$ cat src/rtl/pe_feed_pkg.sv
// pe_feed_pkg: default chain geometry and FSM state encoding for the PE chain feeder
package pe_feed_pkg;
    localparam int DEF_DATA_W    = 8;
    localparam int DEF_CHAIN_LEN = 9;
    typedef enum logic [2:0] {IDLE, LOAD, PAD, DRAIN, FIRE, DONE} state_t;
endpackage

$ cat src/rtl/pe_chain_feeder.sv
// pe_chain_feeder: shifts one window per job into the PE chain, then fires the masked enable
module pe_chain_feeder
    import pe_feed_pkg::*;
#(
    parameter int DATA_W    = DEF_DATA_W,
    parameter int CHAIN_LEN = DEF_CHAIN_LEN,
    parameter int CNT_W     = $clog2(CHAIN_LEN + 1)
) (
    input  logic                 clk,
    input  logic                 rst,
    input  logic                 start,
    input  logic [CHAIN_LEN-1:0] en_mask,
    input  logic                 in_valid,
    output logic                 in_ready,
    input  logic [DATA_W-1:0]    in_data,
    input  logic                 in_last,
    output logic                 pe_valid,
    output logic [DATA_W-1:0]    pe_data,
    output logic [CHAIN_LEN-1:0] pe_enable,
    output logic                 fire,
    output logic                 busy,
    output logic                 done,
    output logic                 err_len
);
    localparam logic [CNT_W-1:0] TAIL = CNT_W'(CHAIN_LEN - 1);
    state_t               state, state_d;
    logic [CNT_W-1:0]     cnt, cnt_d;
    logic [CHAIN_LEN-1:0] mask_q, mask_d;
    logic [DATA_W-1:0]    data_d;
    logic                 valid_d, err_d, take;
    assign in_ready  = (state == LOAD) || (state == DRAIN);
    assign take      = in_valid && in_ready;
    assign fire      = state == FIRE;
    assign pe_enable = fire ? mask_q : '0;
    assign busy      = state != IDLE;
    assign done      = state == DONE;
    // cnt counts shifts issued; the beat at index TAIL is the tail word and never shifts
    always_comb begin
        state_d = state;
        cnt_d   = cnt;
        mask_d  = mask_q;
        data_d  = pe_data;
        valid_d = 1'b0;
        err_d   = err_len;
        case (state)
            IDLE: if (start) begin
                state_d = LOAD;
                cnt_d   = '0;
                mask_d  = en_mask;
                err_d   = 1'b0;
            end
            LOAD: if (take) begin
                data_d  = in_data;
                cnt_d   = cnt + 1'b1;
                valid_d = cnt != TAIL;
                if (cnt == TAIL) begin
                    state_d = in_last ? FIRE : DRAIN;
                    err_d   = !in_last;
                end else if (in_last) begin
                    state_d = PAD;
                    err_d   = 1'b1;
                end
            end
            PAD: begin
                data_d  = '0;
                valid_d = cnt != TAIL;
                cnt_d   = cnt + 1'b1;
                state_d = (cnt == TAIL) ? FIRE : PAD;
            end
            DRAIN:   state_d = (take && in_last) ? FIRE : DRAIN;
            FIRE:    state_d = DONE;
            DONE:    state_d = IDLE;
            default: state_d = IDLE;
        endcase
    end
    always_ff @(posedge clk) begin
        if (rst) begin
            state    <= IDLE;
            cnt      <= '0;
            mask_q   <= '0;
            pe_data  <= '0;
            pe_valid <= 1'b0;
            err_len  <= 1'b0;
        end else begin
            state    <= state_d;
            cnt      <= cnt_d;
            mask_q   <= mask_d;
            pe_data  <= data_d;
            pe_valid <= valid_d;
            err_len  <= err_d;
        end
    end
endmodule

$ cat config.mk
export PLATFORM = sky130hd
export DESIGN_NAME = pe_chain_feeder
export DESIGN_NICKNAME = d
export VERILOG_FILES = /design/src/rtl/pe_feed_pkg.sv /design/src/rtl/pe_chain_feeder.sv
export SDC_FILE = /design/constraint.sdc
export NUM_CORES = 1
export LEC_CHECK = 0
export CAP_MARGIN = 5
export CORE_ASPECT_RATIO = 0.7
export CORE_MARGIN = 5
export CORE_UTILIZATION = 48
export CTS_CLUSTER_SIZE = 10
export DETAILED_ROUTE_END_ITERATION = 7
export PLACE_DENSITY_LB_ADDON = 0.25
export SYNTH_ARGS = -nofsm -noshare
export SYNTH_HDL_FRONTEND = slang
export SYNTH_SLANG_ARGS = --single-unit
$ cat constraint.sdc
create_clock -name clk -period 3.83 [get_ports clk]
set_input_delay 1.149 -clock clk [delete_from_list [all_inputs] [get_ports clk]]
set_output_delay 1.149 -clock clk [all_outputs]
set_load 0.01 [all_outputs]
==> metrics.md, run 1 <==
| Metric | Value |
|---|---|
| Gpl congestion | roughly 0.8 |
| Final #Nets | ~220 |
| Vias per inst | between 5 and 6 |
| Vias in the first global route | around 1200 |
| Antenna violations before repair | 0 |
| Post-CTS setup repair buffer count | 0 |
| Row count | 15 |
| Fmax | a little over 300 MHz |
| H-tree levels | 1 |
| Most frequent cells in the layout | 44 x clkdlybuf4s50_1, 34 x nand2_1, 26 x dfxtp_1 |
| # hold bufs at CTS | 0 |
| Sequential element share of the synthesized area | 0.396 |
| Endpoint class of the critical path | output port |
| Layout cells sized above 1 | 0.0606 |
| Synth Area in Simple Gates | 0.289 |
| P_leak | 0.660 nW |
| GR Overflow Total | 0 |
| Async SR Flop Fraction | 0 |
| Clock buffer depth | 2 |
| Max-cap violations | 0 |
| Worst EP arrival | between 2 and 2.5 ns |
| CTS root buf | clkbuf_8 |
| Total routed wirelength | about 3.3 mm |
| Register bit total from synthesis | 26 |
| Largest net degree at the start of global routing | 20 |
| Critical path's largest stage delay | roughly 0.7 ns |
| Die Wd | 72.6 um |
| Worst-Margin Slew | around 0.6 ns |
| Total clock buffers created by CTS | 3 |
| Commonest non-fill, non-tap cell in the layout | clkdlybuf4s50_1 |
| Worst path bufs/invs | 2 |
| Post-layout min period | around 3.2 ns |
| EDFF count, synth | 0 |
| Iter 0 DRT Violations | 125 |
| Clk pin slew, worst setup/hold paths | around 0.08 ns |
| DP HPWL | ~2.5 mm |
| RSZ-0062 raised after global routing | no |
| CP cell instances | nor3b_1 > buf_4 > and2_1 > clkdlybuf4s50_1 |
| CP max-delay cell | dfxtp_1 |
| Adder-Cell Fraction of Synth Area | 0.0190 |
| GR Util All Layers | 0.179 |
| YS warnings | 0 |
| Final Cycle Share | 0.844 |
| Min Hold Slack | between 0.4 and 0.5 ns |
| Fin. Hold Viols | 0 |
| Syn-to-layout area delta | 35.9% |
| I/O Buffers | between 40 and 50 |
| Mux contribution to synthesized area | 0.0238 |
| Initial Util | 0.519 |
| Family with the most delay on the worst path | buffers and inverters |
| Top FF cell, synth | dfxtp_1 |
| Boundary Pins | 45 |
| Syn Inst Count | around 160 |
| Mapped Area | approximately 1300 um2 |
| Worst path required time | approximately 2.7 ns |
| Total number of vias | ~1200 |
| Crit Path Max Fanout | 16 |
| Compound-cell area share of the yosys netlist | 0.195 |
| Status | finished clean |
| First-pass GRT wire length | between 5 and 6 mm |
| TritonCTS Sinks | 26 |
| Die Area | 3900 um2 |
| Hold Crit Class | flop to flop |
| Syn nets | between 150 and 200 |
| Worst clock skew | roughly 0.0054 ns |
| Worst vdd ir | approximately 0.00027 V |
| Total iterations of the first detailed-routing run | 4 |
| Power per cell area | between 300 and 400 nW/um2 |
| Diodes inserted | 0 |
| Clock Latency Late Sink | between 0.2 and 0.3 ns |
| Critical path launch point type | flop |
| Syn Area/Cell | 8.27 um2 |
| WL per Instance | around 14 um |
| Routed Antenna Nets | 0 |
| Setup-failing EPs final | 0 |
| Core area | roughly 2500 um2 |
| WS Path Type | flop to output port |
| Netlist cell types | 38 |
| DRC errors left | 0 |
| Final TNS setup | 0 ns |
| Pins Over Slew Limit | 0 |
| Combinational family with the most area after synthesis | simple AND/OR/NAND/NOR gates |
| R2R Setup Slk | 2.08 ns |
| Area share of xor/xnor cells in the synthesized design | 0 |
| # resized after CTS | 0 |
| Max-slew headroom | 0.603 |
| CTS tree | built |
| Vert. Die Dim | between 50 and 60 um |
==> cells in the mapped netlist, types with 2 or more instances <==
master | number | area share
nand2_1 | 34 | 0.097
dfxtp_1 | 26 | 0.40
a21oi_1 | 18 | 0.069
and2_1 | 10 | 0.048
inv_1 | 9 | 0.026
buf_2 | 6 | 0.023
nor2_1 | 6 | 0.017
o21ai_0 | 6 | 0.023
and3b_1 | 3 | 0.020
buf_6 | 3 | 0.026
nor2b_1 | 3 | 0.014
o211ai_1 | 3 | 0.017
and3_1 | 2 | 0.0095
ha_1 | 2 | 0.019
mux2i_1 | 2 | 0.015
o2111ai_1 | 2 | 0.013
o311ai_1 | 2 | 0.013
or3_1 | 2 | 0.0095
==> cells by family (layout without fill, tap and decap cells) <==
family | Yosys count | after routing
buf+inv | 19 | 58
simple gates | 70 | 70
flops | 26 | 26
mux | 3 | 3
fa+ha+maj | 2 | 2
compound gates | 39 | 39
==> worst min-delay path, cell delays in order, from the launching register on <==
cell	delay, ns
dfxtp_1	0.32
nand2_1	0.05
a21oi_1	0.05
==> stage by stage <==
stage	cell area, um2	utilization	total power [W]	setup WS (ns)	std cells
3_3_place_gp	1750	0.689	0.000425	0.980	229
5_1_grt	1790	0.705	0.000607	0.462	232
4_1_cts	1790	0.705	0.000579	0.622	232
2_1_floorplan	1320	-	0.000380	1.64	159
6_report	1790	0.705	0.000575	0.599	232
3_5_place_dp	1750	0.689	0.000431	0.927	229
==> worst paths after layout <==
kind                           startpoint                       to  cells after the start
setup reg to reg    state[0]$_SDFFE_PP0P_      cnt[1]$_SDFFE_PP0P_                      3
setup / recovery    state[2]$_SDFFE_PP0P_             pe_enable[3]                      4
hold reg to reg   pe_data[6]$_SDFFE_PP0P_  pe_data[6]$_SDFFE_PP0P_                      2
hold / removal    pe_data[6]$_SDFFE_PP0P_  pe_data[6]$_SDFFE_PP0P_                      2
==> layer usage <==
| layer | vias to the layer above | track usage | routed length, um |
|---|---|---|---|
| met3 | 3 | 0.0765 | 291 |
| met4 | 0 | 0.0245 | 11 |
| met2 | 41 | 0.319 | 1560 |
| met5 | - | 0 | 0 |
| li1 | 622 | - | - |
| met1 | 565 | 0.206 | 1440 |
==> registers in the layout, indices dropped and copies added, names as in the netlist <==
register / count
pe_valid: 1
err_len: 1
cnt: 4
state: 3
pe_data: 8
mask_q: 9
==> power breakdown <==
part / leakage (nW) / internal (W) / total (W) / switching [W]
registers: 0.212 / 0.000287 / 0.000306 / 0.0000189
clock network: 0.0216 / 0.0000704 / 0.000150 / 0.0000794
logic: 0.427 / 0.0000639 / 0.000119 / 0.0000549
==> final cells by class <==
cell class | instances | area [um2]
Multi-Input combinational cell | 114 | 693
Timing Repair Buffer | 46 | 455
Tap cell | 34 | 42.5
Sequential cell | 26 | 520
Clock buffer | 3 | 41.3
Fill cell | 216 | 747
Inverter | 9 | 33.8
Note: power is estimated with default switching activity, not from simulation.
==> inputs of run 2 (changes only) <==
CORE_UTILIZATION = 40   (was 48)
clock period = 2.8 ns   (was 3.83 ns; I/O delays follow)
==> run 2 against run 1 <==
  * Sequential power rose by 33%
  * Utilization is 11 points lower
  * Worst setup slack worse by 0.40 ns
  * Highest routed layer unchanged
  * Sequential share of layout area decreased by 1.1 points
  * Flip-flop and latch count unchanged
  * Largest power group unchanged
  * Cell count rose by 4.3%
  * Cell area increased by 4.1%
  * Count of clock-buffer cells in the layout unchanged
  * Worst hold slack worse by 0.0027 ns
==> metrics.md, run 2 (synthesized netlist as in run 1, its figures left out) <==
| Metric | Value |
|---|---|
| Status | finished clean |
| CTS tree | built |
| R2r worst-path depth | 4 |
| # hold bufs at CTS | 0 |
| Gpl congestion | 0.851 |
| WL per Instance | around 13 um |
| Post-layout min period | between 2 and 3 ns |
| Clock buffer depth | 2 |
| Fin. Hold Viols | 0 |
| Reg2Reg Launch Point | state[0]$_SDFFE_PP0P_ |
| Largest regs | mask_q x9, pe_data x8, cnt x4 |
| GR Util All Layers | 0.147 |
| Die Area | roughly 4600 um2 |
| Syn-to-layout area delta | 41.4% |
| Placed cell area | approximately 1800 um2 |
| RSZ-0062 raised after global routing | no |
| Crit Path Max Fanout | 11 |
| Final #Nets | between 200 and 250 |
| Max-slew headroom | 0.623 |
| Antenna violations before repair | 0 |
| Hold Crit Class | flop to flop |
| WS Path Type | flop to output port |
| Clock Latency Late Sink | around 0.27 ns |
| Total iterations of the first detailed-routing run | 4 |
| Worst EP arrival | approximately 1.8 ns |
| Max-cap violations | 0 |
| Critical path launch point type | flop |
| Commonest non-fill, non-tap cell in the layout | clkdlybuf4s50_1 |
| Boundary Pins | between 40 and 50 |
| Vert. Die Dim | 58.0 um |
| Worst vdd ir | ~0.00035 V |
| GR Overflow Total | 0 |
| Endpoint class of the critical path | output port |
| Final Cycle Share | 0.927 |
| Setup-failing EPs final | 0 |
| First-pass GRT wire length | between 5 and 6 mm |
| Initial Util | 0.418 |
| TritonCTS Sinks | 26 |
| Diodes inserted | 0 |
| Biggest register | mask_q |
| CTS root buf | clkbuf_8 |
| Worst path required time | between 1.5 and 2 ns |
| CP Capture Point | pe_enable[0] |
| Largest register FFs | 9 |
| Total routed wirelength | ~3.2 mm |
| Design area | 1860 um2 |
| Layout cells sized above 1 | 0.0882 |
| Row count | 17 |
| DP HPWL | approximately 2.5 mm |
| H-tree levels | 1 |
| Total number of vias | approximately 1200 |
| I/O Buffers | 44 |
| Largest net degree at the start of global routing | 19 |
| Routed Antenna Nets | 0 |
| Crit path from | state[0]$_SDFFE_PP0P_ |
| Clk pin slew, worst setup/hold paths | 0.09 ns |
| Worst-Margin Slew | about 0.56 ns |
| Vias in the first global route | about 1200 |
| Most frequent cells in the layout | 44 x clkdlybuf4s50_1, 34 x nand2_1, 26 x dfxtp_1 |
| # resized after CTS | 0 |
| Pins Over Slew Limit | 0 |
| Worst clock skew | ~0.0091 ns |
| Vias per inst | 5.14 |
| Total clock buffers created by CTS | 3 |
| Iter 0 DRT Violations | 45 |
| P_leak | 0.700 nW |
| Post-CTS setup repair buffer count | 0 |
| Power per cell area | 481 nW/um2 |
| Core area | between 3000 and 4000 um2 |
| DRC errors left | 0 |
| Fillers | 281 |
| Fmax | 385 MHz |
| RR Endpoint | cnt[1]$_SDFFE_PP0P_ |
| Die Wd | between 70 and 80 um |
| Final TNS setup | 0 ns |
| R2R Setup Slk | between 1 and 1.5 ns |
-- run 2: cell count changes in the layout (fill, tap and decap cells not counted), sizes merged --
cell	change
bufinv	+1
buf	+5
-- run 2: routing by layer --
metal,vias up,part of all wire,global-route usage
li1,632,-,-
met2,43,0.47,0.247
met4,0,0.014,0.0449
met5,-,0,0
met1,566,0.43,0.177
met3,4,0.085,0.0543
-- run 2: critical path, cell delays in order (launching register included) --
cell and delay [ns]:
dfxtp_1 0.39, nor3b_1 0.22, buf_4 0.18, and2_1 0.13, clkdlybuf4s50_1 0.55
-- run 2: metrics by stage --
step | setup slack, ns | cells | utilization | hold slack [ns] | power [W]
2_1_floorplan | 0.919 | 159 | - | 0.432 | 0.000519
3_3_place_gp | 0.441 | 238 | 0.568 | 0.438 | 0.000590
3_5_place_dp | 0.398 | 238 | 0.568 | 0.445 | 0.000595
4_1_cts | 0.174 | 242 | 0.591 | 0.458 | 0.000906
5_1_grt | 0.0605 | 242 | 0.591 | 0.482 | 0.000941
6_report | 0.204 | 242 | 0.591 | 0.456 | 0.000895
-- run 2: worst min-delay path by stage --
stage                     cells past startpoint               startpoint                       to  slack (ns)
after CTS                                     2  pe_data[7]$_SDFFE_PP0P_  pe_data[7]$_SDFFE_PP0P_        0.46
after detailed placement                      2   mask_q[6]$_SDFFE_PP0P_   mask_q[6]$_SDFFE_PP0P_        0.45
final                                         2  pe_data[7]$_SDFFE_PP0P_  pe_data[7]$_SDFFE_PP0P_        0.46
after global routing                          2   mask_q[0]$_SDFFE_PP0P_   mask_q[0]$_SDFFE_PP0P_        0.48
after floorplan                               2   mask_q[0]$_SDFFE_PP0P_   mask_q[0]$_SDFFE_PP0P_        0.43
after global placement                        2   mask_q[2]$_SDFFE_PP0P_   mask_q[2]$_SDFFE_PP0P_        0.44
-- run 2: layout make-up --
type / count / area [um2] / share of cell area
clock buffers: 3 / 41.3 / 0.0222
well taps: 38 / 47.5 / 0.0256
clock inverters: 1 / 30.0 / 0.0162
repair buffers: 51 / 493 / 0.265
multi-input cells: 114 / 693 / 0.373
flip-flops and latches: 26 / 520 / 0.280
inverters: 9 / 33.8 / 0.0182
-- run 2: power breakdown --
part           internal [W]  total, W  switching (W)
Clock              0.000191  0.000310       0.000118
Sequential         0.000393  0.000407      0.0000143
Combinational     0.0000934  0.000178      0.0000849
Total              0.000678  0.000895       0.000217
